File: config.mk
export PLATFORM = sky130hd
export DESIGN_NAME = tdm_mux_scanner
export DESIGN_NICKNAME = d
export VERILOG_FILES = /design/src/rtl/tdm_mux_scanner.sv
export SDC_FILE = /design/constraint.sdc
export NUM_CORES = 1
export LEC_CHECK = 0
export BUFFER_PORTS_ARGS = -buffer_cell sky130_fd_sc_hd__buf_4
export CORE_MARGIN = 2
export CORE_UTILIZATION = 49
export CTS_CLUSTER_SIZE = 20
export DETAILED_ROUTE_END_ITERATION = 10
export GPL_TIMING_DRIVEN = 0
export PLACE_DENSITY = 0.71
export SLEW_MARGIN = 5
export SYNTH_ARGS = -nofsm -noshare
export SYNTH_HDL_FRONTEND = slang
export SYNTH_SLANG_ARGS = --single-unit
File: constraint.sdc
create_clock -name clk -period 1.74 [get_ports clk]
set_input_delay 0.522 -clock clk [delete_from_list [all_inputs] [get_ports clk]]
set_output_delay 0.522 -clock clk [all_outputs]
set_load 0.03 [all_outputs]
File: src/rtl/tdm_mux_scanner.sv
// tdm_mux_scanner: captures an 8-bit word and serializes it over an address/data link,
// one bit per DIV-cycle slot, for a downstream select/data demux.
module tdm_mux_scanner #(
  parameter int DIV = 4
) (
  input  logic       clk,
  input  logic       rst_n,
  input  logic       start,
  input  logic       cont,
  input  logic [7:0] din,
  output logic [2:0] A,
  output logic       data,
  output logic       valid,
  output logic       sync,
  output logic       busy,
  output logic       done
);
  typedef enum logic [1:0] {IDLE, SHIFT, DONE} state_t;
  localparam logic [7:0] DIV_LAST = 8'(DIV - 1);
  state_t     state_q;
  logic [7:0] shadow_q, div_q;
  logic [2:0] a_q, a_d;
  logic       data_q, valid_q, sync_q, busy_q, done_q;
  logic       slot_end_d, frame_end_d;
  assign slot_end_d  = div_q == DIV_LAST;
  assign frame_end_d = slot_end_d && a_q == 3'd7;
  assign a_d         = a_q + 3'd1;
  always_ff @(posedge clk or negedge rst_n) begin
    if (!rst_n) begin
      state_q  <= IDLE;
      shadow_q <= '0;
      div_q    <= '0;
      a_q      <= '0;
      data_q   <= 1'b0;
      valid_q  <= 1'b0;
      sync_q   <= 1'b0;
      busy_q   <= 1'b0;
      done_q   <= 1'b0;
    end else begin
      case (state_q)
        IDLE, DONE: begin
          done_q <= 1'b0;
          if (start) begin
            state_q  <= SHIFT;
            shadow_q <= din;
            div_q    <= '0;
            a_q      <= '0;
            data_q   <= din[0];
            valid_q  <= 1'b1;
            sync_q   <= 1'b1;
            busy_q   <= 1'b1;
          end else begin
            state_q <= IDLE;
          end
        end
        SHIFT: begin
          if (!slot_end_d) begin
            div_q  <= div_q + 8'd1;
            sync_q <= 1'b0;
          end else if (!frame_end_d) begin
            div_q  <= '0;
            a_q    <= a_d;
            data_q <= shadow_q[a_d];
            sync_q <= 1'b0;
          end else if (cont) begin
            // Continuous mode rolls straight into the next frame with a fresh capture
            div_q    <= '0;
            a_q      <= '0;
            shadow_q <= din;
            data_q   <= din[0];
            sync_q   <= 1'b1;
          end else begin
            state_q <= DONE;
            div_q   <= '0;
            a_q     <= '0;
            data_q  <= 1'b0;
            valid_q <= 1'b0;
            sync_q  <= 1'b0;
            busy_q  <= 1'b0;
            done_q  <= 1'b1;
          end
        end
        default: state_q <= IDLE;
      endcase
    end
  end
  assign A     = a_q;
  assign data  = data_q;
  assign valid = valid_q;
  assign sync  = sync_q;
  assign busy  = busy_q;
  assign done  = done_q;
endmodule

==> impl_metrics.ini, run 1 <==
[power]
comb_power_share_pct = 50.2
p_per_area_nw_per_um2 = 1560
power_switching_mw = 0.908
p_sw_share_pct = 35.5
leakagePower_nw = 0.749
seqPwrFrac_pct = 39.8
irDropWorstVdd_mv = 0.889
total_power_mw = 2.56
power.share.clock_pct = 10.0
internal-power_mw = 1.65

[job]
cap_violations = 0

[cells_and_area]
mostFrequentLayoutCell = buf_4
n_antenna_cell = 0
mostFrequentLayoutCells = buf_4, dfrtp_1, mux2_4, o21ai_0, nand2_1
nets = 156
layout-drive-gt1-share_pct = 44.3
syn_to_final_growth_pct = 33.0
postLayoutCellArea_um2 = 1640

[clocking]
htree_num_levels = 1
cts_buffers = 3
cts.sinks = 25
clk_path_buf_depth = 2
clockRootBuffer = clkbuf_4
clk_latency_ns = 0.31
cts_hold_buf = 0
clk_pin_slew_ns = 0.14
tritoncts = built

[yosys]
synthCells = 106
ys_ff_latch = 25
avgSynthCellArea_um2 = 11.6
synth_nets = 121
synth.distinct_cells = 30
yosys_warnings = 0
synth_area_leader_cell = dfrtp_1
ys_async_sr_fraction_pct = 100
synth_top_area_share_pct = 50.8
synth_seq_area_share_pct = 50.8
synth_edf_count = 0
ys_top_cells_by_area = dfrtp_1, mux2_2, mux4_1, o21ai_0, ha_1
synthFlopType = dfrtp_1
netlist_area_um2 = 1230

[setup_path]
critical_path_class = flop to flop
crit_fanout = 4
r2r_start = A[0]
critPathRequiredTime_ns = 1.96
cp-startpoint = A[0]
cp-end-kind = flop
critPathLaunchType = flop
cp.arrival_ns = 2.14

[placement]
dp_hpwl_um = 1760
placedInstanceArea_um2 = 1420
gp_congestion = 0.782
port_buffers = 19

[timing]
fin_skew_ns = 0.0152
finalMaxSlewViolations = 0
grt_setup_unrepaired = yes
fin_crit_ns = 1.92
clock.fmax_mhz = 520
postLayoutSetupSlackWorst_ns = -0.184
setup_viol = 5
tightest_slew_ns = 0.419
slew_headroom_pct = 72.0
hold_viol_final = 0
period_share_pct = 111

[floorplanning]
ios = 20
dieHeight_um = 54.2
core-area_um2 = 2430
rows = 18
die_area_um2 = 2930
die_width_um = 54.2
initial_utilization_pct = 50.7

[global_routing]
grt_pass1_vias = 923
grt_pass1_wl_um = 4220
grt_start_max_net_pins = 26
grt_use_total_pct = 20.0
antenna_found_initial = 0
grt_overflow = 0

[hold_path]
hold_class = input pin to asynchronous set/reset pin

[route]
wl_per_cell_um = 15.3
ant_nets = 0
drc = 0
vias = 954
drtIter0Drc = 11
drt_wl_total_um = 2600
viasPerCell = 5.61
first_pass_iters = 4

[run_status]
status = finished with violations
violations = negative setup slack
power groups by stage:
stage | Clock (mW) | Combinational [mW] | Sequential [mW]
final | 0.255 | 1.28 | 1.02
after global routing | 0.294 | 1.41 | 1.05
after CTS | 0.263 | 1.21 | 1.02
after detailed placement | 0 | 1.01 | 1.02
after global placement | 0 | 0.979 | 1.00
after floorplan | 0 | 0.674 | 1.07
cells in the mapped netlist, types with 2 or more instances:
library cell	number
nor2b_1	2
mux2_2	12
clkbuf_1	2
nor2_1	6
nand3_1	4
mux4_1	2
a21oi_1	4
nand2b_1	3
a22o_1	4
dfrtp_1	25
o21ai_0	9
nand2_1	8
ha_1	3
a21o_1	2
nor3_1	5
area by class of cell:
type / instances / area (um^2)
Fill cell: 182 / 793
Multi-Input combinational cell: 78 / 687
Sequential cell: 25 / 628
Timing Repair Buffer: 30 / 241
Tap cell: 30 / 37.5
Clock buffer: 4 / 26.3
Buffer: 3 / 18.8
critical path, stage by stage (launching register included):
cell	delay, ns
dfrtp_2	0.49
ha_4	0.30
mux4_2	0.29
mux2_4	0.28
a22o_1	0.21
mux2_2	0.26
through the flow:
step	utilization (%)	setup TNS (ns)	instances	setup WS (ns)	hold WS, ns
2_1_floorplan	-	-0.862	106	-0.166	0.226
3_3_place_gp	58.5	-3.04	155	-0.328	0.439
3_5_place_dp	58.5	-4.04	155	-0.411	0.443
4_1_cts	65.2	-0.227	167	-0.174	0.0878
5_1_grt	67.4	-0.853	170	-0.230	0.0834
6_report	67.4	-0.232	170	-0.184	0.0893
cell families (layout without fill, tap and decap cells):
family,after synthesis,count (layout),synth area share [%]
compound gates,24,24,12.4
xor+xnor,1,1,0.711
fa+ha+maj,3,3,3.05
buf+inv,3,37,1.22
flops,25,25,50.8
mux,15,15,16.0
simple gates,35,35,15.8
registers in the layout (all words and copies together), names as in the netlist:
name	cells
done	1
busy	1
sync	1
shadow_q	8
div_q	8
A	3
data	1
state_q	2
what timing repair did:
| item | 4_1_cts | 5_1_grt |
|---|---|---|
| buffers inserted | 8 | 3 |
| endpoints found under the setup margin | 19 | 16 |
| resized for setup | 13 | 10 |
| pin swaps | 4 | 3 |
path summary, 6_finish.rpt:
| path | endpoint | slack [ns] | depth (start not counted) |
|---|---|---|---|
| setup / recovery | data | -0.18 | 5 |
| hold / removal | div_q[4] | 0.09 | 1 |
| setup reg to reg | data | -0.18 | 5 |
| hold reg to reg | done | 0.51 | 1 |
| max in group asynchronous | A[0] | 1.39 | 1 |
| min in group clk | div_q[1] | 0.41 | 2 |
layer usage:
layer / GRT usage [%] / routed length [um] / part of all wire (%)
met5: 0 / 0 / 0
met4: 5.00 / 10 / 0.38
met3: 3.33 / 57 / 2.2
met2: 32.9 / 1320 / 51
met1: 27.2 / 1220 / 47
Note: power is estimated with default switching activity, not from simulation.
==> run 2: changes to the inputs <==
==> constraint.sdc (replaced) <==
create_clock -name clk -period 1.74 [get_ports clk]
set_input_delay 0.174 -clock clk [delete_from_list [all_inputs] [get_ports clk]]
set_output_delay 0.174 -clock clk [all_outputs]
set_load 0.03 [all_outputs]
==> run 2 against run 1 <==
- the flow still finishes with violations (negative setup slack)
- worst hold slack worse by 0.027 ns
- die area stayed put
- worst setup slack barely moved
- final area up 0.61%
- routed wire length up 1.1%
- largest cell class unchanged
- critical path depth unchanged
- flip-flop and latch count did not move
- maximum frequency about the same
- non-clock buffer count up 1
- combinational power barely moved
==> impl_metrics.ini, run 2 (synthesis results as in run 1) <==
[run_status]
status = finished with violations
violations = negative setup slack

[setup_path]
path_delay_family = multiplexers
cp.arrival_ns = 2.14
crit_slowest_cell = dfrtp_2
critical_path_class = flop to flop
regToRegSetupSlack_ns = -0.18
slowest_delay_ns = 0.49
critPathRequiredTime_ns = 1.96
critPathLaunchType = flop
crit_buf_inv = 0
path_cells = ha_4 > mux4_2 > mux2_4 > a22o_1 > mux2_2
cp-end-kind = flop
crit_fanout = 4

[cells_and_area]
fill_cells = 181
multi_input_area_um2 = 687
regArea_um2 = 628
mostFrequentLayoutCells = buf_4, dfrtp_1, mux2_4, o21ai_0, nand2_1
n_antenna_cell = 0
mostFrequentLayoutCell = buf_4
layout-drive-gt1-share_pct = 44.0
fin_util_pct = 67.8
nets = 157
syn_to_final_growth_pct = 33.8

[floorplanning]
dieHeight_um = 54.2
rows = 18
die_width_um = 54.2
ios = 20
core-area_um2 = 2430
die_area_um2 = 2930
initial_utilization_pct = 50.7

[route]
vias = 972
drt_wl_total_um = 2630
viasPerCell = 5.68
met1_length_um = 1210
routed-wl-met3_um = 81
highest_layer = met4
ant_nets = 0
drc = 0
wl_per_cell_um = 15.4
drtIter0Drc = 11
dr_wl_met2_um = 1330
first_pass_iters = 4

[clocking]
clk_path_buf_depth = 2
clk_latency_ns = 0.31
clockRootBuffer = clkbuf_4
cts.sinks = 25
clk_pin_slew_ns = 0.14
tritoncts = built
htree_num_levels = 1
cts_buffers = 3

[power]
total_power_mw = 2.56
irDropWorstVdd_mv = 0.893
p_per_area_nw_per_um2 = 1550
leakagePower_nw = 0.753

[timing]
clock.fmax_mhz = 520
fin_skew_ns = 0.0173
postLayoutSetupSlackWorst_ns = -0.184
tns_ns = -0.231
tightest_slew_ns = 0.420
fin_crit_ns = 1.92
slew_headroom_pct = 72.0
grt_setup_unrepaired = yes
finalMaxSlewViolations = 0
setup_viol = 4
hold_viol_final = 0
hold_ws_ns = 0.0624
period_share_pct = 111

[global_routing]
grt_pass1_vias = 932
grt_overflow = 0
grt_start_max_net_pins = 26
antenna_found_initial = 0
grt_use_total_pct = 20.2
grt_pass1_wl_um = 4240

[placement]
gp_congestion = 0.782
dp_hpwl_um = 1760
dpl_worst_slack_ns = -0.411
port_buffers = 19

[job]
cap_violations = 0

[hold_path]
hold_class = input pin to flop
## run 2: cell count changes in the layout (fill, tap and decap cells not counted), sizes merged
cell and delta:
dlygate4sd3 +1
## run 2: metrics by stage
step           instances  cell area, um^2
3_3_place_gp         155             1420
4_1_cts              168             1600
2_1_floorplan        106             1240
3_5_place_dp         155             1420
5_1_grt              171             1650
6_report             171             1650
## run 2: layout make-up
class                      instances  share of cell area, %
multi-input combinational         78                   41.7
tap                               30                   2.28
clock buffer                       4                   1.59
timing repair buffer              31                   15.3
sequential                        25                   38.1
buffer                             3                   1.14
## run 2: timing repair
action | 4_1_cts | 5_1_grt
setup buffers | 8 | 3
gates resized for setup | 13 | 10
pin swaps | 4 | 3
endpoints found under the setup margin | 19 | 16
hold endpoints to repair | 25 | 0
hold buffers | 1 | 0
## run 2: path summary, 6_finish.rpt
path                            startpoint       end  cells past startpoint
worst min register to register        done      done                      1
worst max register to register        A[0]      data                      5
min in group asynchronous            rst_n  div_q[4]                      2
worst min-delay path                 start  div_q[1]                      2
max in group asynchronous            rst_n      A[1]                      2
worst max-delay path                  A[0]      data                      5
## run 2: routing by layer
metal / vias to the layer above / global-route usage, %
met1: 489 / 27.7
met4: 0 / 5.00
met5: - / 0
met3: 2 / 3.33
li1: 459 / -
met2: 22 / 32.9
## run 2: where the power goes
part,internal (mW),switching (mW)
Combinational,0.762,0.523
Clock,0.0894,0.166
Sequential,0.799,0.220
==> run 3: changes to the inputs <==
--- a/config.mk
+++ b/config.mk
@@ -12,6 +12,7 @@
 export DETAILED_ROUTE_END_ITERATION = 10
 export GPL_TIMING_DRIVEN = 0
 export PLACE_DENSITY = 0.71
+export SKIP_LAST_GASP = 1
 export SLEW_MARGIN = 5
 export SYNTH_ARGS = -nofsm -noshare
 export SYNTH_HDL_FRONTEND = slang
==> run 3 against run 2 <==
- the run still ends with negative setup slack left
- die area stayed put
- non-clock buffer count grew 1
- register-to-register slack hardly changed
- combinational power about the same
- highest routed layer unchanged
- final cell count grew 0.58%
- final area is essentially flat
- count of clock-buffer cells in the layout unchanged
- clock power barely moved
- routed wire length shrank 0.68%
==> impl_metrics.ini, run 3 (synthesis results as in run 1) <==
[cells_and_area]
n_antenna_cell = 0
mostFrequentLayoutCells = buf_4, dfrtp_1, o21ai_0
postLayoutCellArea_um2 = 1650
nets = 158
mostFrequentLayoutCell = buf_4
syn_to_final_growth_pct = 33.9
instances_no_fill = 172
fill_cells = 179
layout-drive-gt1-share_pct = 45.1

[floorplanning]
ios = 20
die_area_um2 = 2930
die_width_um = 54.2
core-area_um2 = 2430
rows = 18
initial_utilization_pct = 50.7
dieHeight_um = 54.2

[timing]
fin_skew_ns = 0.0166
setup_viol = 9
tns_ns = -0.422
tightest_slew_ns = 0.398
grt_setup_unrepaired = yes
fin_crit_ns = 1.91
period_share_pct = 110
hold_viol_final = 0
finalMaxSlewViolations = 0
postLayoutSetupSlackWorst_ns = -0.170
slew_headroom_pct = 73.4
clock.fmax_mhz = 524

[setup_path]
critPathRequiredTime_ns = 1.96
cp-end-kind = flop
critical_path_class = flop to flop
cp.arrival_ns = 2.13
critPathLaunchType = flop
crit_fanout = 4

[clocking]
tritoncts = built
clockRootBuffer = clkbuf_4
cts.sinks = 25
clk_pin_slew_ns = 0.14
htree_num_levels = 1
clk_latency_ns = 0.31
clk_path_buf_depth = 2
cts_buffers = 3

[power]
total_power_mw = 2.56
irDropWorstVdd_mv = 0.949
leakagePower_nw = 0.753
p_per_area_nw_per_um2 = 1550

[global_routing]
grt_pass1_vias = 941
grt_start_max_net_pins = 26
antenna_found_initial = 0
grt_use_total_pct = 20.4
grt_overflow = 0
grt_pass1_wl_um = 4310

[placement]
placedInstanceArea_um2 = 1420
dp_hpwl_um = 1760
gp_congestion = 0.782
dpl_worst_slack_ns = -0.411
placed_cells = 155
port_buffers = 19

[route]
ant_nets = 0
drtIter0Drc = 8
drc = 0
wl_per_cell_um = 15.2
drt_wl_total_um = 2610
viasPerCell = 5.63
vias = 968
first_pass_iters = 4

[hold_path]
hold_class = input pin to flop

[run_status]
status = finished with violations
violations = negative setup slack

[job]
cap_violations = 0
-- run 3: final timing paths --
check                       from  endpoint  slack [ns]  cells past startpoint
max                         A[0]      data       -0.17                      5
min                        start  div_q[1]        0.06                      2
max reg2reg                 A[0]      data       -0.17                      5
min reg2reg                 done      done        0.51                      1
max in group asynchronous  rst_n  div_q[3]        1.18                      2
min in group asynchronous  rst_n  div_q[4]        0.28                      2
-- run 3: repair_timing --
item | in CTS | in global routing
pin swaps | 4 | 0
endpoints found under the setup margin | 19 | 18
buffers inserted | 8 | 4
gates resized for setup | 12 | 10
hold endpoints to repair | 25 | 0
hold buffers | 1 | 0
-- run 3: metrics by stage --
step	utilization (%)	hold slack (ns)
finish	67.8	0.0634
global route	67.8	0.0523
CTS	65.4	0.0528
detailed placement	58.5	0.0946
global placement	58.5	0.0915
floorplan	-	-0.122
-- run 3: area by class of cell --
class | instances | area [um^2] | share of cell area [%]
plain buffers | 3 | 18.8 | 1.14
flip-flops and latches | 25 | 629 | 38.1
well taps | 30 | 37.5 | 2.27
repair buffers | 32 | 255 | 15.5
clock buffers | 4 | 26.3 | 1.59
multi-input cells | 78 | 683 | 41.4
-- run 3: worst max-delay path, cell delays in order (launching register included) --
cell	delay (ns)
dfrtp_2	0.49
ha_4	0.30
mux4_2	0.29
mux2_4	0.28
a22o_1	0.20
mux2_2	0.26
-- run 3: layer usage --
| metal | vias to the layer above | routed length [um] | track usage, % |
|---|---|---|---|
| met5 | - | 0 | 0 |
| met4 | 0 | 10 | 5.00 |
| met3 | 2 | 66 | 3.33 |
| met2 | 18 | 1350 | 33.7 |
| met1 | 484 | 1180 | 27.7 |
| li1 | 464 | - | - |
-- run 3: power by group --
part	internal [mW]	switching (mW)	total (mW)
clock	0.0894	0.165	0.255
sequential	0.800	0.220	1.02
combinational	0.769	0.520	1.29
